### src/rtl/pwm_bank.sv
// Multi-channel PWM generator with a shared edge/center-aligned counter.
// New period, mode and duty values are staged and only applied on a period boundary.
module pwm_bank #(
    parameter int CHANNELS = 4,
    parameter int WIDTH    = 8
) (
    input  logic                      clk,
    input  logic                      rst,
    input  logic                      enable,
    input  logic [WIDTH-1:0]          period,
    input  logic                      center,
    input  logic [CHANNELS*WIDTH-1:0] compare,
    input  logic                      load,
    output logic [CHANNELS-1:0]       pwm,
    output logic                      cycle_start,
    output logic                      pending,
    output logic                      update_done
);

    localparam logic [WIDTH-1:0] ZERO     = '0;
    localparam logic [WIDTH-1:0] ONE      = WIDTH'(1);
    localparam logic [WIDTH-1:0] ALL_ONES = '1;

    logic [WIDTH-1:0]          stg_p_q, stg_p_d;
    logic                      stg_m_q, stg_m_d;
    logic [CHANNELS*WIDTH-1:0] stg_c_q, stg_c_d;
    logic                      pend_q, pend_d;
    logic [WIDTH-1:0]          ps_q, ps_d;
    logic                      ms_q, ms_d;
    logic [CHANNELS*WIDTH-1:0] cs_q, cs_d;
    logic [WIDTH-1:0]          cnt_q, cnt_d;
    logic                      dir_q, dir_d;
    logic [CHANNELS-1:0]       pwm_q, pwm_d;
    logic                      cycle_start_q, cycle_start_d;
    logic                      update_done_q, update_done_d;

    logic                      boundary;
    logic                      apply;
    logic [WIDTH-1:0]          eff_p;
    logic                      eff_m;
    logic [CHANNELS*WIDTH-1:0] eff_c;

    always_comb begin
        boundary = enable && (cnt_q == ZERO);
        // A load in the boundary cycle wins the staging slot, so application waits a period.
        apply    = boundary && pend_q && !load;

        stg_p_d = stg_p_q;
        stg_m_d = stg_m_q;
        stg_c_d = stg_c_q;
        pend_d  = pend_q;
        ps_d    = ps_q;
        ms_d    = ms_q;
        cs_d    = cs_q;

        if (load) begin
            stg_p_d = period;
            stg_m_d = center;
            stg_c_d = compare;
            pend_d  = 1'b1;
        end else if (apply) begin
            pend_d = 1'b0;
        end

        if (apply) begin
            ps_d = stg_p_q;
            ms_d = stg_m_q;
            cs_d = stg_c_q;
        end

        // The boundary cycle already belongs to the new period, so it uses the new values.
        eff_p = apply ? stg_p_q : ps_q;
        eff_m = apply ? stg_m_q : ms_q;
        eff_c = apply ? stg_c_q : cs_q;

        cnt_d = ZERO;
        dir_d = 1'b0;
        if (enable && (eff_p != ZERO)) begin
            if (!eff_m) begin
                cnt_d = (cnt_q >= eff_p) ? ZERO : cnt_q + ONE;
            end else if (!dir_q && (cnt_q < eff_p)) begin
                cnt_d = cnt_q + ONE;
            end else begin
                cnt_d = cnt_q - ONE;
                dir_d = (cnt_d != ZERO);
            end
        end

        pwm_d = '0;
        for (int i = 0; i < CHANNELS; i++) begin
            pwm_d[i] = enable && (cnt_q < eff_c[i*WIDTH +: WIDTH]);
        end

        cycle_start_d = boundary;
        update_done_d = apply;
    end

    always_ff @(posedge clk or negedge rst) begin
        if (!rst) begin
            stg_p_q       <= ALL_ONES;
            stg_m_q       <= 1'b0;
            stg_c_q       <= '0;
            pend_q        <= 1'b0;
            ps_q          <= ALL_ONES;
            ms_q          <= 1'b0;
            cs_q          <= '0;
            cnt_q         <= ZERO;
            dir_q         <= 1'b0;
            pwm_q         <= '0;
            cycle_start_q <= 1'b0;
            update_done_q <= 1'b0;
        end else begin
            stg_p_q       <= stg_p_d;
            stg_m_q       <= stg_m_d;
            stg_c_q       <= stg_c_d;
            pend_q        <= pend_d;
            ps_q          <= ps_d;
            ms_q          <= ms_d;
            cs_q          <= cs_d;
            cnt_q         <= cnt_d;
            dir_q         <= dir_d;
            pwm_q         <= pwm_d;
            cycle_start_q <= cycle_start_d;
            update_done_q <= update_done_d;
        end
    end

    assign pwm         = pwm_q;
    assign cycle_start = cycle_start_q;
    assign pending     = pend_q;
    assign update_done = update_done_q;

endmodule

### config.mk
export PLATFORM = sky130hd
export DESIGN_NAME = pwm_bank
export DESIGN_NICKNAME = d
export VERILOG_FILES = /design/src/rtl/pwm_bank.sv
export SDC_FILE = /design/constraint.sdc
export NUM_CORES = 1
export LEC_CHECK = 0
export BUFFER_PORTS_ARGS = -buffer_cell sky130_fd_sc_hd__buf_2
export CAP_MARGIN = 20
export CORE_UTILIZATION = 53
export DETAILED_ROUTE_END_ITERATION = 8
export PLACE_DENSITY = 0.74
export SLEW_MARGIN = 40
export SYNTH_ARGS = -nofsm -noshare
export SYNTH_HDL_FRONTEND = slang
export SYNTH_SLANG_ARGS = --single-unit
export TNS_END_PERCENT = 50
### constraint.sdc
create_clock -name clk -period 4.03 [get_ports clk]
set_clock_uncertainty 0.15 [all_clocks]
set_input_delay 0.2015 -clock clk [delete_from_list [all_inputs] [get_ports clk]]
set_output_delay 0.2015 -clock clk [all_outputs]
set_load 0.02 [all_outputs]
After elaboration in Yosys (flattened, before gate mapping)
Cells that the tools add are included.

storage, ports and cells
  flip-flop bits (word level) = 98
  output and inout bits = 7
  word-level logic and storage cells = 47

operators by class
  add/subtract/negate cells = 2
  $lt $le $gt $ge = 6
  muxes and demuxes = 12
  reductions and logical operators = 15

operators with widths
  cell                                               count
  less-than comparator 8 bit                         5
  two-way mux 8 bit                                  5
  two-way mux 32 bit                                 1
  nonzero test 8 bit                                 2
  logical AND 1 bit                                  9
  adder 8 x 1 -> 8 bit (second input constant)       1
  >= comparator 8 bit                                1
  zero test 8 bit                                    1
  subtractor 8 x 1 -> 8 bit (second input constant)  1
  two-way mux 1 bit                                  6
  zero test 1 bit                                    2
  nonzero test 2 bit                                 1

Longest topological paths before layout
Gate-level depths: netlist of run 1.

  depth after elaboration = 10
  depth in mapped cells = 16

Worst setup path before layout of run 1
Ideal clock, no wire load.

  kind = reg-to-reg
  from = register cnt_q[0]
  to = register cnt_q[5]
  library setup time = 79 ps
  data arrival time = 3,550 ps
  data required time = 3,801 ps
  slack = 250 ps
  cell stages (with the launch flop) = 16
  period minus slack after synthesis = 3,780 ps
  path through = dfrtp_1 -> clkbuf_1 -> inv_1 -> ha_1 -> and4bb_2 -> nand4b_4 -> buf_2 -> buf_2 -> mux2i_1 -> ha_1 -> nor2b_1 -> o211ai_1 -> a21oi_1 -> o31ai_4 -> mux2i_1 -> mux2i_1

between the ends
  longest elaborated chain between the ends = 10
  elaborated cells on any way between the ends = 17
  those cells by class = 2 x add/sub; 2 x order compare; 6 x mux; 7 x reduce/logical

ends and longest elaborated chain
  item                             RTL line  text
  from (decl)                      31        logic [WIDTH-1:0] cnt_q, cnt_d;
  from (signal assigned)           120       cnt_q <= cnt_d;
  zero test 8 bit                  44        boundary = enable && (cnt_q == ZERO);
  logical AND 1 bit                44
  logical AND 1 bit (2 in series)  46        apply = boundary && pend_q && !load;
  two-way mux 8 bit                -
  less-than comparator 8 bit       81        end else if (!dir_q && (cnt_q < eff_p)) begin
  logical AND 1 bit                81
  two-way mux 8 bit                81
  two-way mux 8 bit                79        if (!eff_m) begin
  two-way mux 8 bit (*)            78        if (enable && (eff_p != ZERO)) begin
  net cnt_d[5]                     31

The timed path passes the listed nets; every way through them passes the cells marked *.
A chain may end at the register's enable or synchronous reset.

Worst setup path in the final report of run 1
  from = register cnt_q[1]
  to = register cnt_q[3]

between the ends
  longest elaborated chain between the ends = 10
  elaborated cells on any way between the ends = 17
  those cells by class = 2 x add/sub; 2 x order compare; 6 x mux; 7 x reduce/logical

ends and longest elaborated chain
  item                                 RTL line  text
  zero test 8 bit (*)                  44
  logical AND 1 bit (*)                44
  logical AND 1 bit (*) (2 in series)  46
  two-way mux 8 bit (*)                -
  net eff_p[5]                         39        logic [WIDTH-1:0] eff_p;
  less-than comparator 8 bit           81
  logical AND 1 bit                    81
  two-way mux 8 bit                    81
  two-way mux 8 bit                    79
  two-way mux 8 bit (*)                78
  net cnt_d[3]                         31

Marked as above.

==> results of run 1 <==
==> where the power goes <==
part | switching [mW] | total [mW] | internal (mW)
clock | 0.340 | 0.645 | 0.305
sequential | 0.136 | 1.43 | 1.30
combinational | 0.689 | 1.26 | 0.566
==> cells in the final DEF, fill, tap and decap left out, types with 4 or more instances in the layout <==
cell,n
dfrtp_1,82
buf_2,50
mux2_2,47
mux2i_1,42
dlygate4sd3_1,42
inv_1,41
ha_1,40
nand2_1,17
dfstp_2,16
nand3_1,11
clkbuf_8,10
buf_4,9
a21oi_1,8
nor2_1,8
and3_1,7
a31oi_1,6
nor3_1,6
o211ai_1,5
nand3b_1,5
a21o_1,5
a211o_1,4
nand2b_1,4
a221o_1,4
==> through the flow <==
stage	power, mW	cells	utilization, %	area [um^2]	worst slack (ns)
after floorplan	2.30	392	-	4860	0.250
after global placement	2.60	547	59.8	5260	0.553
after detailed placement	2.67	547	59.8	5260	0.338
after CTS	3.36	605	66.8	5890	0.320
after global routing	3.59	605	66.9	5890	0.106
final	3.33	605	66.9	5890	0.325
==> worst max-delay path, stage by stage, from the launching register on <==
cell      delay (ns)
dfrtp_1         0.56
inv_1           0.17
ha_1            0.22
and4bb_2        0.26
nand4b_4        0.22
mux2_2          0.38
inv_1           0.06
ha_1            0.24
a21oi_1         0.16
o21ai_0         0.17
o31ai_4         0.55
mux2i_1         0.29
mux2i_1         0.21
==> layer usage <==
layer	global-route usage, %	vias to the layer above	part of all wire, %
met5	0	-	0
met4	7.93	0	2.2
met3	4.08	19	3.0
met2	38.6	62	51
met1	28.1	1626	44
li1	-	1584	-
==> cell families (layout without fill, tap and decap cells) <==
kind of cell | after synthesis | count (layout) | synth area share, %
and+or+nand+nor | 70 | 70 | 8.32
adders and majority gates | 40 | 40 | 10.3
DFF | 98 | 98 | 50.9
muxes | 90 | 90 | 19.9
xor gates and xnor gates | 4 | 4 | 0.721
buffers and inverters | 54 | 159 | 4.33
AOI/OAI and AO/OA | 36 | 36 | 5.59
==> cell type report <==
class | count | area share, %
Inverter | 41 | 2.61
Tap cell | 108 | 2.29
Sequential cell | 98 | 42.0
Clock inverter | 6 | 1.10
Multi-Input combinational cell | 240 | 36.9
Timing Repair Buffer | 102 | 12.7
Clock buffer | 10 | 2.34
==> registers in the layout, summed over array words and instances, names as in the netlist, 4 cells and up <==
register	flops
pwm	4
cs_q	32
stg_c_q	32
ps_q	8
stg_p_q	8
cnt_q	8
==> how the worst max path moves through the flow <==
stage / start / to / slack [ns] / depth (start not counted)
floorplan: cnt_q[0] / cnt_q[5] / 0.25 / 15
global placement: cnt_q[1] / cnt_q[6] / 0.55 / 12
detailed placement: cnt_q[0] / cnt_q[3] / 0.34 / 12
CTS: cnt_q[1] / cnt_q[3] / 0.32 / 12
global route: cnt_q[1] / cnt_q[3] / 0.11 / 12
finish: cnt_q[1] / cnt_q[3] / 0.33 / 12
==> timing repair <==
action / in CTS / in global routing
endpoints found under the hold margin: 105 / 0
buffers inserted: 0 / 0
hold buffers: 42 / 0
==> results.yml, run 1 <==
floorplanning:
  die_h_um: 97.7
  ios: 52
  rows: 34
  core-area_mm2: 0.00881
  dieWidth_um: 97.7
  die_area_mm2: 0.00955
  initial_core_util_pct: 55.2
detailed_routing:
  num_vias: 3291
  wl_per_cell_um: 15.9
  drt-initial-drc-count: 108
  first_pass_iters: 6
  antenna_left: 0
  routed_wl_um: 9630
  avgViaCountPerCell: 5.44
  drc: 4
sta:
  finalHoldViolCount: 0
  relSlewSlack_pct: 59.3
  max_freq_mhz: 270
  post-route-period-util_pct: 91.9
  setup-tns-final_ns: 0
  tightestPinTransition_ns: 0.610
  setup_viol: 0
  hold_slack_ns: 0.112
  drv_slew: 0
  grt_setup_unrepaired: "no"
  period_needed_ns: 3.70
grt:
  grt_max_degree: 70
  grt_pass1_vias: 3486
  grt_overflow: 0
  grt_pass1_wl_um: 16800
  grt_usage_pct: 22.3
  antenna_found_initial: 0
worst_setup_path:
  crit_fanout: 12
  reg2reg_depth: 12
  worst_r2r_startpoint: "cnt_q[1]"
  cp.arrival_ns: 3.84
  required_ns: 4.17
  r2r_end: "cnt_q[3]"
  reg2reg_slack_ns: 0.33
  start_kind: "register"
  critPathKind: "register to register"
  worstSetupEndpointType: "register"
yosys:
  avgSynthCellArea_um2: 12.4
  netlist_top_cells_count: "dfrtp_1, mux2_2, mux2i_1, inv_1, ha_1"
  yosysTopAreaCellShare_pct: 42.2
  ys_seq_area_share_pct: 50.9
  synthArstFlopShare_pct: 100
  synth_edf_count: 0
  synth.largest_area_cell: "dfrtp_1"
  synth_area_mm2: 0.00486
  yosysMostFrequentCell: "dfrtp_1"
  yosys-top-cells-area: "dfrtp_1, mux2_2, ha_1"
  syn_nets: 477
  yosys_register_bits: 98
  yosys.cell_types.count: 36
  synth_ff_type: "dfrtp_1"
  synthCells: 392
  ys_warn_count: 0
final_layout:
  area_delta_synth_final_pct: 21.2
  n_antenna_cell: 0
  area.sequential_mm2: 0.00247
  drive_gt1_share_pct: 28.8
  multiInputGateArea_mm2: 0.00218
  finalNetCount: 577
  nFillCells: 667
cts:
  cts_inserted_buffers: 9
  cts_tree: "yes"
  cts.repair.resized: 0
  clk_latency_ns: 0.37
  ctsHtreeMaxLevel: 3
  cts-root-buf: "clkbuf_8"
  clk_pin_slew_ns: 0.10
  cts.sinks: 98
  cts_buffer_depth: 2
min_path:
  hp-start: "enable"
  whs_endpoint: "pwm[0]"
  min_path_type: "primary input to register"
  hold_depth: 4
placed_design:
  portBuffers: 51
  place_hpwl_um: 6500
  globalplace.congestion: 0.892
outcome:
  outcome: "complete, but fails checks"
  violations: "design-rule violations"
power:
  vdd_ir_drop_max_mv: 0.289
  p_per_area_mw_per_mm2: 566
  p_leak_nw: 3.17
run:
  cap_violations: 0
Note: power is estimated with default switching activity, not from simulation.
==> run 2: changes to the inputs <==
--- a/config.mk
+++ b/config.mk
@@ -10,6 +10,7 @@
 export CORE_UTILIZATION = 53
 export DETAILED_ROUTE_END_ITERATION = 8
 export PLACE_DENSITY = 0.74
+export SETUP_SLACK_MARGIN = 0.4
 export SLEW_MARGIN = 40
 export SYNTH_ARGS = -nofsm -noshare
 export SYNTH_HDL_FRONTEND = slang
==> results.yml, run 2 (same netlist as run 1, synthesis figures left out) <==
sta:
  max_freq_mhz: 291
  tightestPinTransition_ns: 0.642
  relSlewSlack_pct: 57.2
  setup-tns-final_ns: 0
  period_needed_ns: 3.43
  grt_setup_unrepaired: "no"
  setup_viol: 0
  finalHoldViolCount: 0
  post-route-period-util_pct: 85.2
  drv_slew: 0
floorplanning:
  ios: 52
  die_area_mm2: 0.00955
  core-area_mm2: 0.00881
  die_h_um: 97.7
  rows: 34
  initial_core_util_pct: 55.2
  dieWidth_um: 97.7
worst_setup_path:
  cp.arrival_ns: 3.57
  start_kind: "register"
  cp_num_buf_inv: 3
  path_cells: "inv_1 -> ha_1 -> and4bb_2 -> nand4b_4 -> mux2_2 -> inv_1 -> ha_1 -> a21oi_1 -> o21ai_0 -> o31ai_4 -> buf_4 -> mux2i_1 -> mux2i_1"
  crit_family: "multiplexers"
  max_stage_delay_ns: 0.50
  worstSetupEndpointType: "register"
  crit_fanout: 10
  critPathKind: "register to register"
  required_ns: 4.17
  cpMaxStageDelayCell: "dfrtp_2"
grt:
  grt_pass1_wl_um: 16900
  grt_overflow: 0
  grt_max_degree: 72
  grt_usage_pct: 22.9
  antenna_found_initial: 0
  grt_pass1_vias: 3497
final_layout:
  nFillCells: 648
  layout_common_cells: "dfrtp_1, buf_2, mux2_2, dlygate4sd3_1, inv_1"
  area_delta_synth_final_pct: 22.6
  drive_gt1_share_pct: 30.8
  n_antenna_cell: 0
  reg_top3: "cs_q: 32 flops, stg_c_q: 32 flops"
  finalNetCount: 586
  layout_commonest_cell: "dfrtp_1"
cts:
  cts.sinks: 98
  cts_tree: "yes"
  clk_latency_ns: 0.36
  cts_inserted_buffers: 9
  ctsHtreeMaxLevel: 3
  cts-root-buf: "clkbuf_8"
  cts_buffer_depth: 2
  clk_pin_slew_ns: 0.09
detailed_routing:
  num_vias: 3311
  wl_per_cell_um: 16.1
  drc: 8
  drt-initial-drc-count: 127
  routed_wl_um: 9860
  first_pass_iters: 6
  antenna_left: 0
  avgViaCountPerCell: 5.39
placed_design:
  portBuffers: 51
  place_hpwl_um: 6490
  globalplace.congestion: 0.848
outcome:
  violations: "design-rule violations"
  outcome: "complete, but fails checks"
min_path:
  min_path_type: "primary input to register"
power:
  p_leak_nw: 3.19
  p_per_area_mw_per_mm2: 561
  finalPower_mw: 3.34
  vdd_ir_drop_max_mv: 0.361
run:
  cap_violations: 0
## run 2: final timing paths
path | start | to | slack, ns | depth (start not counted)
worst min register to register | cs_q[17] | cs_q[17] | 0.33 | 2
worst max-delay path | cnt_q[1] | cnt_q[5] | 0.60 | 13
max in group asynchronous | rst | ps_q[7] | 2.60 | 3
min in group asynchronous | rst | stg_c_q[20] | 0.24 | 2
worst min-delay path | enable | pwm[1] | 0.12 | 4
worst max register to register | cnt_q[1] | cnt_q[5] | 0.60 | 13
## run 2: timing repair
item	4_1_cts	5_1_grt
endpoints found under the setup margin	6	7
cloned	0	0
endpoints found under the hold margin	106	0
resized for setup	0	4
hold buffers	42	0
pin swaps	1	0
setup buffers	6	1
## run 2: cell type report
cell class / instances / area, um^2 / area share [%]
inverter: 41 / 154 / 2.58
clock buffer: 11 / 153 / 2.56
multi-input combinational: 240 / 2190 / 36.7
clock inverter: 5 / 36.3 / 0.609
sequential: 98 / 2470 / 41.5
timing repair buffer: 111 / 817 / 13.7
tap: 108 / 135 / 2.27
## run 2: power by group
| group | leakage (nW) | internal [mW] | total (mW) | switching [mW] |
|---|---|---|---|---|
| clock | 0.0988 | 0.265 | 0.603 | 0.338 |
| sequential | 1.15 | 1.30 | 1.43 | 0.129 |
| combinational | 1.93 | 0.600 | 1.31 | 0.710 |
## run 2: metrics by stage
step / std cells / area [um^2] / hold WS (ns) / util (%) / worst slack [ns]
CTS: 613 / 5940 / 0.113 / 67.4 / 0.515
global placement: 549 / 5280 / 0.228 / 59.9 / 0.317
global route: 614 / 5960 / 0.147 / 67.6 / 0.407
detailed placement: 549 / 5280 / 0.107 / 60.0 / 0.217
floorplan: 392 / 4860 / -0.244 / - / 0.411
finish: 614 / 5960 / 0.122 / 67.6 / 0.597
## run 2: worst reg2reg max path: cells and delay by family (launching register included)
family | cells | cell delay, ns
and+or+nand+nor | 2 | 0.51
muxes | 3 | 0.79
DFF | 1 | 0.50
AOI/OAI and AO/OA | 3 | 0.63
adders and majority gates | 2 | 0.39
buffers and inverters | 3 | 0.39
## run 2: per-layer routing
layer  vias to the layer above  GRT usage [%]  wire length, um
li1                       1600              -                -
met1                      1616           29.1             4400
met2                        80           39.3             4860
met3                        15           4.72              440
met4                         0           7.81              151
met5                         -              0                0
==> run 3: changes to the inputs <==
--- a/config.mk
+++ b/config.mk
@@ -9,7 +9,7 @@
 export CAP_MARGIN = 20
 export CORE_UTILIZATION = 53
 export DETAILED_ROUTE_END_ITERATION = 8
-export PLACE_DENSITY = 0.74
+export PLACE_DENSITY = 0.76
 export SETUP_SLACK_MARGIN = 0.4
 export SLEW_MARGIN = 40
 export SYNTH_ARGS = -nofsm -noshare
==> results.yml, run 3 (same netlist as run 1, synthesis figures left out) <==
outcome:
  outcome: "complete, but fails checks"
  violations: "design-rule violations"
power:
  clockPowerShare_pct: 18.0
  p_per_area_mw_per_mm2: 561
  power_frac_seq_pct: 43.1
  internal-power_mw: 2.12
  vdd_ir_drop_max_mv: 0.296
  power.switching_mw: 1.20
  p_leak_nw: 3.17
  netSwitchingFraction_pct: 36.1
  combPwrFrac_pct: 38.8
worst_setup_path:
  cp.arrival_ns: 3.55
  critPathKind: "register to register"
  crit_fanout: 11
  cp_num_buf_inv: 3
  start_kind: "register"
  cpMaxStageDelayCell: "dfrtp_2"
  worstSetupEndpointType: "register"
  crit_family: "multiplexers"
  max_stage_delay_ns: 0.50
  worst-path-stages: 13
  reg2reg_depth: 13
  reg2reg_slack_ns: 0.62
  path_cells: "inv_1 -> ha_1 -> and4bb_2 -> nand4b_4 -> mux2_2 -> inv_1 -> ha_1 -> a21oi_1 -> o21ai_0 -> o31ai_4 -> buf_4 -> mux2i_1 -> mux2i_1"
  required_ns: 4.17
placed_design:
  place_hpwl_um: 6440
  globalplace.congestion: 0.872
  portBuffers: 51
cts:
  cts-root-buf: "clkbuf_8"
  cts_buffer_depth: 2
  ctsHtreeMaxLevel: 3
  clk_pin_slew_ns: 0.10
  clk_latency_ns: 0.37
  cts.sinks: 98
  cts_tree: "yes"
  cts_inserted_buffers: 9
final_layout:
  nFillCells: 652
  layout_common_cells: "dfrtp_1, buf_2, mux2_2, dlygate4sd3_1"
  n_antenna_cell: 0
  utilization_pct: 67.3
  area_delta_synth_final_pct: 22.0
  finalNetCount: 582
  reg_top3: "cs_q: 32 flops, stg_c_q: 32 flops"
  drive_gt1_share_pct: 30.3
  layout_commonest_cell: "dfrtp_1"
floorplanning:
  initial_core_util_pct: 55.2
  core-area_mm2: 0.00881
  die_area_mm2: 0.00955
  die_h_um: 97.7
  ios: 52
  dieWidth_um: 97.7
  rows: 34
detailed_routing:
  routed_wl_um: 9770
  antenna_left: 0
  first_pass_iters: 6
  wl_per_cell_um: 16.0
  drc: 9
  avgViaCountPerCell: 5.41
  drt-initial-drc-count: 142
  num_vias: 3301
sta:
  grt_setup_unrepaired: "no"
  tightestPinTransition_ns: 0.622
  drv_slew: 0
  setup_viol: 0
  post-route-period-util_pct: 84.6
  relSlewSlack_pct: 58.5
  finalHoldViolCount: 0
  period_needed_ns: 3.41
  max_freq_mhz: 293
  setup-tns-final_ns: 0
grt:
  grt_overflow: 0
  grt_pass1_wl_um: 16500
  grt_max_degree: 72
  antenna_found_initial: 0
  grt_pass1_vias: 3483
  grt_usage_pct: 22.2
run:
  cap_violations: 0
min_path:
  hold_depth: 4
  min_path_type: "primary input to register"
==> run 3: cell types whose count changed in the layout (fill, tap and decap cells not counted), sizes merged <==
cell | previous run | this run
inv | 42 | 45
clkinv | 4 | 1
clkinvlp | 0 | 2
clkbuf | 11 | 9
buf | 69 | 65
==> run 3: worst register-to-register path: cells and delay by family, from the launching register on <==
family | cells | cell delay (ns)
buffers and inverters | 3 | 0.40
AO/OA/AOI/OAI | 3 | 0.57
flip-flops | 1 | 0.50
AND/OR/NAND/NOR | 2 | 0.51
multiplexers | 3 | 0.81
adder cells (fa/ha/maj) | 2 | 0.39
==> run 3: stage by stage <==
step / instance area [um^2] / setup WS, ns / power, mW / cells / hold slack, ns
after floorplan: 4860 / 0.411 / 2.30 / 392 / -0.244
after global placement: 5270 / 0.525 / 2.60 / 548 / 0.218
after detailed placement: 5270 / 0.330 / 2.68 / 548 / 0.103
after CTS: 5890 / 0.467 / 3.33 / 608 / 0.0895
after global routing: 5930 / 0.414 / 3.57 / 610 / 0.112
final: 5930 / 0.619 / 3.33 / 610 / 0.108
==> run 3: area by class of cell <==
cell class                      count  area (um^2)  share of cell area (%)
Sequential cell                    98         2470                    41.7
Multi-Input combinational cell    240         2180                    36.8
Timing Repair Buffer              107          803                    13.6
Inverter                           41          154                    2.60
Tap cell                          108          135                    2.28
Clock buffer                        9          124                    2.09
Clock inverter                      7         57.6                   0.971
==> run 3: worst paths after layout <==
kind	start	endpoint
setup reg to reg	cnt_q[0]	cnt_q[4]
max in group asynchronous	rst	ps_q[6]
hold / removal	enable	pwm[0]
setup / recovery	cnt_q[0]	cnt_q[4]
hold reg to reg	cs_q[9]	cs_q[9]
min in group asynchronous	rst	cnt_q[5]
==> run 3: power by group through the flow <==
| stage | Sequential [mW] | Combinational (mW) | Clock (mW) |
|---|---|---|---|
| 6_report | 1.44 | 1.29 | 0.600 |
| 5_1_grt | 1.47 | 1.45 | 0.652 |
| 4_1_cts | 1.43 | 1.28 | 0.623 |
| 3_5_place_dp | 1.45 | 1.23 | 0 |
| 3_3_place_gp | 1.44 | 1.17 | 0 |
| 2_1_floorplan | 1.44 | 0.868 | 0 |
==> run 3: repair_timing <==
action | in CTS | in global routing
pin swaps | 1 | 0
hold buffers | 42 | 0
hold endpoints to repair | 111 | 0
setup endpoints to repair | 6 | 10
resized for setup | 0 | 4
buffers inserted | 2 | 2
==> run 3: per-layer routing <==
| metal | global-route usage [%] | part of all wire [%] | up-vias |
|---|---|---|---|
| li1 | - | - | 1595 |
| met1 | 28.0 | 45 | 1630 |
| met2 | 38.5 | 50 | 68 |
| met3 | 5.30 | 4.5 | 8 |
| met4 | 5.59 | 0.81 | 0 |
| met5 | 0 | 0 | - |
